`src/rtl/super_hub_pkg.sv`:
```
// super_hub_pkg: shared types and constants for the super-hub merge block.
//   FLIT_W     flit width (dest_local lives in flit[1:0])
//   NUM_CHILD  number of child cluster routers feeding the hub
//   flit_t     one flit
//   child_idx_t index of a child port
package super_hub_pkg;
  localparam int FLIT_W    = 20;
  localparam int NUM_CHILD = 4;

  typedef logic [FLIT_W-1:0] flit_t;
  typedef logic [1:0]        child_idx_t;
endpackage

```
`src/rtl/hub_flit_fifo.sv`:
```
// hub_flit_fifo: synchronous FIFO, DEPTH x W, one per child port.
//   clk, rst   clock, async active-high reset (pointers/count only)
//   push, din  write request and data; dropped when full
//   pop        read request; ignored when empty
//   head       entry at the read pointer (valid while !empty)
//   full/empty occupancy flags
//   ovf        1-cycle pulse: push attempted while full
// Fullness is judged on the pre-edge count, so a push to a full FIFO is
// dropped even when the same FIFO pops in that cycle.
module hub_flit_fifo #(
  parameter int W     = 20,
  parameter int DEPTH = 4
) (
  input  logic         clk,
  input  logic         rst,
  input  logic         push,
  input  logic [W-1:0] din,
  input  logic         pop,
  output logic [W-1:0] head,
  output logic         full,
  output logic         empty,
  output logic         ovf
);
  localparam int AW = $clog2(DEPTH);

  logic [DEPTH-1:0][W-1:0] mem;
  logic [AW-1:0]           wr_ptr, rd_ptr;
  logic [AW:0]             cnt;
  logic                    do_push, do_pop;

  assign full    = (cnt == (AW+1)'(DEPTH));
  assign empty   = (cnt == '0);
  assign do_push = push && !full;
  assign do_pop  = pop && !empty;
  assign ovf     = push && full;
  assign head    = mem[rd_ptr];

  always_ff @(posedge clk or posedge rst) begin
    if (rst) begin
      wr_ptr <= '0;
      rd_ptr <= '0;
      cnt    <= '0;
    end else begin
      if (do_push) wr_ptr <= wr_ptr + 1'b1;
      if (do_pop)  rd_ptr <= rd_ptr + 1'b1;
      case ({do_push, do_pop})
        2'b10:   cnt <= cnt + 1'b1;
        2'b01:   cnt <= cnt - 1'b1;
        default: cnt <= cnt;
      endcase
    end
  end

  // Storage needs no reset: empty flags gate every read.
  always_ff @(posedge clk) begin
    if (do_push) mem[wr_ptr] <= din;
  end
endmodule

```
`src/rtl/super_hub_merge.sv`:
```
// super_hub_merge: merges flits from four child cluster routers into one
// stream toward crossbar port o4. Per-child FIFO, round-robin arbitration,
// credit flow control toward children (cred_child) and upstream (cred_up).
//   clk, rst          clock, async active-high reset
//   in_cluster0..3    child flits, qualified by v_cluster0..3
//   cred_child[3:0]   1-cycle credit return pulse per child
//   sd_out/_valid     registered merged flit, 1-cycle valid pulse
//   cred_up           upstream freed one slot
//   ovf_err           sticky: a child wrote into a full FIFO
// Optional build macro SUPER_HUB_SRC_TAG_EN: sd_out[1:0] carries the granted
// child index instead of the flit's own low bits.
module super_hub_merge
  import super_hub_pkg::*;
#(
  parameter int FIFO_DEPTH = 4,
  parameter int UP_CREDITS = 4
) (
  input  logic                 clk,
  input  logic                 rst,
  input  flit_t                in_cluster0,
  input  flit_t                in_cluster1,
  input  flit_t                in_cluster2,
  input  flit_t                in_cluster3,
  input  logic                 v_cluster0,
  input  logic                 v_cluster1,
  input  logic                 v_cluster2,
  input  logic                 v_cluster3,
  output logic [NUM_CHILD-1:0] cred_child,
  output flit_t                sd_out,
  output logic                 sd_out_valid,
  input  logic                 cred_up,
  output logic                 ovf_err
);
  logic [NUM_CHILD-1:0][FLIT_W-1:0] din, head;
  logic [NUM_CHILD-1:0]             push, pop, full, empty, ovf, elig;
  logic [NUM_CHILD-1:0]             pop_q;
  logic [3:0]                       up_cnt;
  child_idx_t                       rr_ptr, gnt_idx;
  logic                             gnt_vld;
  flit_t                            out_flit;

  assign din  = {in_cluster3, in_cluster2, in_cluster1, in_cluster0};
  assign push = {v_cluster3, v_cluster2, v_cluster1, v_cluster0};

  for (genvar i = 0; i < NUM_CHILD; i++) begin : g_fifo
    hub_flit_fifo #(.W(FLIT_W), .DEPTH(FIFO_DEPTH)) u_fifo (
      .clk   (clk),
      .rst   (rst),
      .push  (push[i]),
      .din   (din[i]),
      .pop   (pop[i]),
      .head  (head[i]),
      .full  (full[i]),
      .empty (empty[i]),
      .ovf   (ovf[i])
    );
  end

  // No upstream credit means nobody is eligible, so no grant at up_cnt=0.
  assign elig = ~empty & {NUM_CHILD{up_cnt != 4'd0}};

  // Round-robin search starting at rr_ptr; the 2-bit add wraps 3->0.
  always_comb begin
    child_idx_t idx;
    gnt_vld = 1'b0;
    gnt_idx = rr_ptr;
    idx     = rr_ptr;
    for (int k = 0; k < NUM_CHILD; k++) begin
      idx = rr_ptr + child_idx_t'(k);
      if (!gnt_vld && elig[idx]) begin
        gnt_vld = 1'b1;
        gnt_idx = idx;
      end
    end
  end

  assign pop = gnt_vld ? (NUM_CHILD'(1) << gnt_idx) : '0;

`ifdef SUPER_HUB_SRC_TAG_EN
  assign out_flit = {head[gnt_idx][FLIT_W-1:2], gnt_idx};
`else
  assign out_flit = head[gnt_idx];
`endif

  always_ff @(posedge clk or posedge rst) begin
    if (rst) begin
      rr_ptr       <= '0;
      up_cnt       <= 4'(UP_CREDITS);
      sd_out       <= '0;
      sd_out_valid <= 1'b0;
      pop_q        <= '0;
      cred_child   <= '0;
      ovf_err      <= 1'b0;
    end else begin
      sd_out_valid <= gnt_vld;
      if (gnt_vld) begin
        sd_out <= out_flit;
        rr_ptr <= gnt_idx + 1'b1;
      end
      // Credit goes back to the child one cycle after the flit leaves.
      pop_q      <= pop;
      cred_child <= pop_q;
      // Grant and cred_up together cancel; cred_up beyond the limit is lost.
      if (gnt_vld && !cred_up)
        up_cnt <= up_cnt - 1'b1;
      else if (cred_up && !gnt_vld && up_cnt != 4'(UP_CREDITS))
        up_cnt <= up_cnt + 1'b1;
      if (|ovf) ovf_err <= 1'b1;
    end
  end
endmodule

```
`config.mk`:
```
export PLATFORM = sky130hd
export DESIGN_NAME = super_hub_merge
export DESIGN_NICKNAME = d
export VERILOG_FILES = /design/src/rtl/super_hub_pkg.sv /design/src/rtl/hub_flit_fifo.sv /design/src/rtl/super_hub_merge.sv
export SDC_FILE = /design/constraint.sdc
export NUM_CORES = 1
export LEC_CHECK = 0
export CAP_MARGIN = 30
export CORE_AREA = 10 10 182 253
export CTS_BUF_LIST = sky130_fd_sc_hd__clkbuf_4 sky130_fd_sc_hd__clkbuf_8 sky130_fd_sc_hd__clkbuf_16
export DETAILED_ROUTE_END_ITERATION = 7
export DIE_AREA = 0 0 192 263
export PLACE_DENSITY = 0.66
export SLEW_MARGIN = 40
export SYNTH_ARGS = -nofsm -noshare
export SYNTH_HDL_FRONTEND = slang
export SYNTH_HIERARCHICAL = 1
export SYNTH_SLANG_ARGS = --single-unit
```
`constraint.sdc`:
```
create_clock -name clk -period 3.5 [get_ports clk]
set_input_delay 0.35 -clock clk [delete_from_list [all_inputs] [get_ports clk]]
set_output_delay 0.35 -clock clk [all_outputs]
set_load 0.01 [all_outputs]
```
* Yosys cells after proc, flatten, opt, wreduce, memory -nomap -nowiden
Index checks and enable logic that the tools add are counted.
** Storage, ports and cells
- Input port bits :: 87
- Output and inout bits :: 26
- Bits in registers :: 384
- Logic and storage cells :: 180
** Cells by class
- $lt $le $gt $ge :: 17
- Equality and inequality tests :: 13
- Shift operators :: 1
- Bitwise logic cells :: 2
- Multiplexer cells :: 44
- Reduce and logical (&&, ||, !) cells :: 46
- Add/subtract/negate cells :: 22
** Operator list (number)
- $bwmux 80 :: 4
- $bmux 20 s2 :: 5
- $mux 20 :: 9
- $demux 20 s2 :: 4
- $lt 2x3->1 const B :: 13
- $pmux 3 s2 :: 4
- $logic_and 1x1->1 :: 22
- $add 2x1->2 const B :: 10
- $logic_not 1->1 :: 13
- $add 3x1->3 const B :: 4
- $eq 3x3->1 const B :: 4
- $logic_not 3->1 :: 4
- $mux 4 :: 3
- $sub 3x1->3 const B :: 4
- $reduce_bool 2->1 :: 5
- $bmux 1 s2 :: 4
- $eq 2x1->1 const B :: 4
- $eq 2x2->1 const B :: 4
- $ge 2x1->1 const B :: 4
- $mux 1 :: 8
- $mux 2 :: 3
- $add 2x2->2 const B :: 2
- $add 4x1->4 const B :: 1
- $and 4x4->4 :: 1
- other kinds (6) :: 6

* Longest topological paths before layout
- Depth after elaboration :: 20
- Gate-level depth with buffers :: 18
- Mapped depth without buffers :: 16

* Cells and area by module
Netlist, hierarchy kept.
** Modules (own cells, without submodules)
- hub_flit_fifo :: area an instance 3339.5 um^2, instances 4, cells an instance 143, seq. area each 2577.5 um^2
- super_hub_merge :: area an instance 2168.3 um^2, instances 1, cells an instance 210, seq. area each 902.1 um^2

* Worst setup path after synthesis
OpenSTA, ideal clock, no wires.
- Path kind :: reg2reg
- Start point :: register up_cnt[1]
- End point :: register g_fifo[1].u_fifo.cnt[2]
- Period minus slack after synthesis :: 3.518 ns
- Stages on the path, launching flop included :: 19
- Arrival time :: 3.439 ns
- Setup time :: 0.079 ns
- Buffers on the path :: 4
- Required time :: 3.421 ns
- Slack :: -0.018 ns
- Cells stage by stage :: dfrtp_1 buf_6 or4_1 buf_2 a31oi_1 nor2_1 a311o_1 buf_6 buf_6 inv_1 ha_1 and3_1 o31a_2 ha_1 inv_1 fa_1 xor2_1 nor2_1 xor2_1
** On the way
- Word-level cells in the longest chain between the ends :: 19
- Elaborated cells on any way between the ends :: 30
- Classes of those cells :: eq/ne: 2; shift: 1; mux: 17; bitwise: 1; reduce/logical: 9
** RTL lines
- start: declaration :: line super_hub_merge.sv:37 : logic [3:0] up_cnt;
- start signal: assignment :: line super_hub_merge.sv:88 : up_cnt <= 4'(UP_CREDITS);
- start signal: assignment :: line super_hub_merge.sv:105 : up_cnt <= up_cnt - 1'b1;
- start signal: assignment :: line super_hub_merge.sv:107 : up_cnt <= up_cnt + 1'b1;
- $reduce_bool 4->1 (*) :: line super_hub_merge.sv:60 : assign elig = ~empty & {NUM_CHILD{up_cnt != 4'd0}};
- $and 4x4->4 (*) :: line super_hub_merge.sv:60
- $bmux 1 s2 :: line super_hub_merge.sv:70 : if (!gnt_vld && elig[idx]) begin
- $mux 1 (implied by the code) :: line super_hub_merge.sv:70
- $mux 1 :: line super_hub_merge.sv:70
- $logic_not 1->1 :: line super_hub_merge.sv:70
- $logic_and 1x1->1 :: line super_hub_merge.sv:70
- $mux 1 :: line super_hub_merge.sv:70
- [5 not listed]
- $mux 2 :: line super_hub_merge.sv:70
- $shl 1x2->4 :: line super_hub_merge.sv:77 : assign pop = gnt_vld ? (NUM_CHILD'(1) << gnt_idx) : '0;
- $mux 4 (*) :: line super_hub_merge.sv:77
- named net pop[1] :: line super_hub_merge.sv:35 : logic [NUM_CHILD-1:0] push, pop, full, empty, ovf, elig;
- $logic_and 1x1->1 (*) :: line hub_flit_fifo.sv:34 : assign do_pop = pop && !empty;
- named net g_fifo[1].u_fifo.do_pop :: line hub_flit_fifo.sv:29 : logic do_push, do_pop;
- $eq 2x1->1 or $eq 2x2->1 (tied branches) :: line hub_flit_fifo.sv:46 : case ({do_push, do_pop})
- $pmux 3 s2 or $reduce_bool 2->1 (tied branches)
- end signal: assignment :: line hub_flit_fifo.sv:47 : 2'b10: cnt <= cnt + 1'b1;
- end signal: assignment :: line hub_flit_fifo.sv:48 : 2'b01: cnt <= cnt - 1'b1;
- end signal: assignment :: line hub_flit_fifo.sv:49 : default: cnt <= cnt;
- end: declaration :: line hub_flit_fifo.sv:28 : logic [AW:0] cnt;
The timed path passes the listed nets; every way through them passes the cells marked *. The select of a mux whose other input is x is not followed.
A chain may end at the register's enable or synchronous reset.

* Final worst setup path
Ends and elaborated chain as after synthesis.

==> impl_metrics.csv <==
group,metric,value,unit
grt,track_usage,12.5,%
setup_path,critPathSlowestCell,"or4_4",
synth,muxShareOfSynthArea,15.1,%
floorplanning,ios,113,
setup_path,crit_arrival,3.76,ns
timing,min_period_over_period,94.7,%
clock_network,cts_sinks,384,
floorplanning,die_h,263,um
routing,top_layer,"met5",
timing,max_freq,0.302,GHz
routing,drc,0,
clock_network,clk_path_buf_depth,3,
layout,drive_gt1_share,23.1,%
synth,synth_area,15500,um^2
clock_network,cts_tree,"yes",
setup_path,required,3.95,ns
run,cap_violations,0,
timing,rsz0062_at_grt,"false",
setup_path,critPathKind,"reg -> reg",
routing,route.met3.wl,1700,um
clock_network,htreeDepth,2,
synth,synth_top_area_cell,"edfxtp_1",
synth,ys_seq_elements,384,
synth,synthTopCellsByArea,"edfxtp_1 (62%), mux4_2 (12%), dfrtp_1 (10%)",
status,status,"complete, no violations",
timing,slew_headroom,44.7,%
layout,area_growth,19.3,%
floorplanning,dieArea,50500,um^2
timing,fin_crit,3.31,ns
setup_path,worstSetupEndpointType,"register",
grt,grt_overflow,0,
timing,setup_viol,0,
routing,vias_per_cell,5.02,
timing,worst_pin_slew,0.829,ns
power,peakVddDrop,0.475,mV
placement,dpl_worst_slack,0.131,ns
timing,fin_skew,0.0166,ns
synth,synth_compound_area_share,2.56,%
timing,worst_slack,0.186,ns
routing,dr_wl_met2,16100,um
timing,hold_viol,0,
clock_network,clk_latency,0.53,ns
floorplanning,start_util,37.4,%
grt,antenna_found_initial,10,
timing,finalSetupTns,0,ns
clock_network,numCtsBuffers,35,
routing,dr.pass1.iters,4,
clock_network,clk_pin_slew,0.07,ns
routing,avgRoutedWirePerCell,21.0,um
power,cellPowerDensity,895,nW/um^2
grt,grt_pass1_vias,8084,
setup_path,start_kind,"register",
synth,synth-simple-area-share,3.80,%
routing,drt_iter0_markers,635,
timing,whs,0.301,ns
setup_path,rr_worst_depth,14,
synth,synth_fa_ha_area_share,2.53,%
routing,antenna_left,0,
synth,synth_top_family_by_area,"multiplexers",
routing,vias,7549,
synth,syn_nets,898,
placement,place_congestion,0.804,
setup_path,crit_chain,"or4_4 > a31oi_1 > nor2_1 > a311o_2 > inv_2 > ha_1 > and3_1 > o31a_2 > ha_2 > inv_1 > fa_1 > xor2_1 > nor2_1 > xor2_1",
placement,place_hpwl,22200,um
floorplanning,rows,89,
placement,portBuffers,112,
grt,grt_max_degree,41,
clock_network,ctsHoldBuffers,0,
synth,yosys_warnings,6,
setup_path,path_max_fanout,8,
routing,met1Wirelength,12800,um
setup_path,cp_slowest_stage_delay,0.56,ns
layout,post-route-util,44.6,%
floorplanning,coreArea,41500,um^2
layout,final_nets,1042,
grt,grt_pass1_wl,48700,um
synth,synth_area_per_cell,19.9,um^2
floorplanning,die_w,192,um
power,leakage,6.45,nW
routing,drt_wl_total,31600,um
synth,seq_area_frac_synth,72.2,%
synth,synthXorXnorAreaFrac,1.52,%
power,total_power,16.6,mW
synth,synthDominantCellAreaShare,61.9,%
timing,slew_viol_final,0,
worst_hold_path,hold_path.class,"in -> async",
clock_network,root_buffer,"clkbuf_16",
synth,ys_types,41,
synth,syn_inst,782,
==> cell type report <==
type	instances	area (um^2)
Clock buffer	43	960
Antenna cell	5	12.5
Inverter	32	120
Sequential cell	384	11200
Multi-Input combinational cell	334	3980
Clock inverter	21	226
Fill cell	3503	23000
Timing Repair Buffer	139	1320
Tap cell	546	683
==> worst max-delay path, delay by kind of cell, from the launching register on <==
kind	cells	cell delay (ns)
fa+ha+maj	3	0.71
xor+xnor	2	0.30
compound gates	3	0.74
simple gates	4	0.91
flops	1	0.46
buf+inv	2	0.14
==> cells in the mapped netlist <==
cell,instances
nand3_1,2
inv_1,32
nor3b_4,4
a211oi_2,1
dfrtp_1,63
a21o_1,2
buf_6,14
fa_1,4
o21ai_0,12
and4_1,2
nand4_1,1
a31oi_1,1
nor4_1,1
edfxtp_1,320
and2_2,20
xnor2_1,14
nor3_1,9
buf_2,10
nand2_1,9
a311o_1,1
o31ai_1,1
or4_1,3
clkbuf_1,8
a21bo_2,2
o31a_2,4
dfstp_2,1
mux2_4,5
a21boi_0,1
nor2_1,34
o211ai_1,1
mux2i_1,44
nor3b_1,2
ha_1,25
and3_1,4
a21oi_1,4
nor2b_4,4
mux2_2,2
a221oi_1,21
xor2_1,13
a211oi_1,1
mux4_2,80
==> power breakdown <==
part | internal, mW | switching (mW)
registers | 6.20 | 0.577
clock network | 2.27 | 1.63
logic | 2.86 | 3.03
total | 11.3 | 5.25
==> worst paths after layout <==
| path | startpoint | end | slack (ns) |
|---|---|---|---|
| max in group asynchronous | rst | sd_out[16]$_DFFE_PP0P_ | 2.46 |
| max | up_cnt[1]$_DFFE_PP0P_ | g_fifo[1].u_fifo/cnt[2]$_DFFE_PP0P_ | 0.19 |
| min in group clk | pop_q[3]$_DFF_PP0_ | cred_child[3]$_DFF_PP0_ | 0.37 |
| max reg2reg | up_cnt[1]$_DFFE_PP0P_ | g_fifo[1].u_fifo/cnt[2]$_DFFE_PP0P_ | 0.19 |
| min | rst | g_fifo[2].u_fifo/rd_ptr[0]$_DFFE_PP0P_ | 0.30 |
| min reg2reg | pop_q[3]$_DFF_PP0_ | cred_child[3]$_DFF_PP0_ | 0.37 |
==> sequential cells by signal (all words and copies together) (netlist names) <==
signal                cells
up_cnt                    4
sd_out                   20
rr_ptr                    2
cred_child                4
g_fifo.u_fifo/wr_ptr      8
g_fifo.u_fifo/rd_ptr      8
sd_out_valid              1
g_fifo.u_fifo/mem       320
pop_q                     4
ovf_err                   1
g_fifo.u_fifo/cnt        12
==> placed cells by master, fill, tap and decap left out, drive strengths merged, types with 3 or more instances in the layout <==
master	Yosys	final
nand2	9	9
mux2i	44	44
clkinvlp	0	4
clkbuf	8	43
edfxtp	320	320
and2	20	20
nor3	9	9
xor2	13	13
mux2	7	7
xnor2	14	14
or4	3	3
nor2b	4	4
fa	4	4
buf	24	27
ha	25	25
o21ai	12	12
mux4	80	80
dfrtp	63	63
and3	4	4
clkdlybuf4s50	0	112
nor3b	6	6
bufinv	0	4
o31a	4	4
diode	0	5
a21oi	4	4
clkinv	0	12
a221oi	21	21
inv	32	33
nor2	34	34
==> cell families after synthesis <==
logic type	Yosys count
multiplexers	131
XOR/XNOR	27
adder cells (fa/ha/maj)	29
flip-flops	384
AND/OR/NAND/NOR	95
buffers and inverters	64
AO/OA/AOI/OAI	52
==> stage by stage <==
stage	std cells	area (um^2)
3_5_place_dp	1432	17300
5_1_grt	1500	18500
2_1_floorplan	782	15500
6_report	1504	18500
4_1_cts	1496	18500
3_3_place_gp	1432	17300
==> routing by layer <==
metal  global-route usage (%)  up-vias
met5                        0        -
met4                     4.66       10
met3                     3.40       61
met2                     20.8      159
met1                     15.2     3921
li1                         -     3398
==> what timing repair did <==
action	4_1_cts	5_1_grt
buffers inserted	0	3
endpoints found under the setup margin	0	5
resized for setup	0	6
Power figures use the tool's default switching activity.
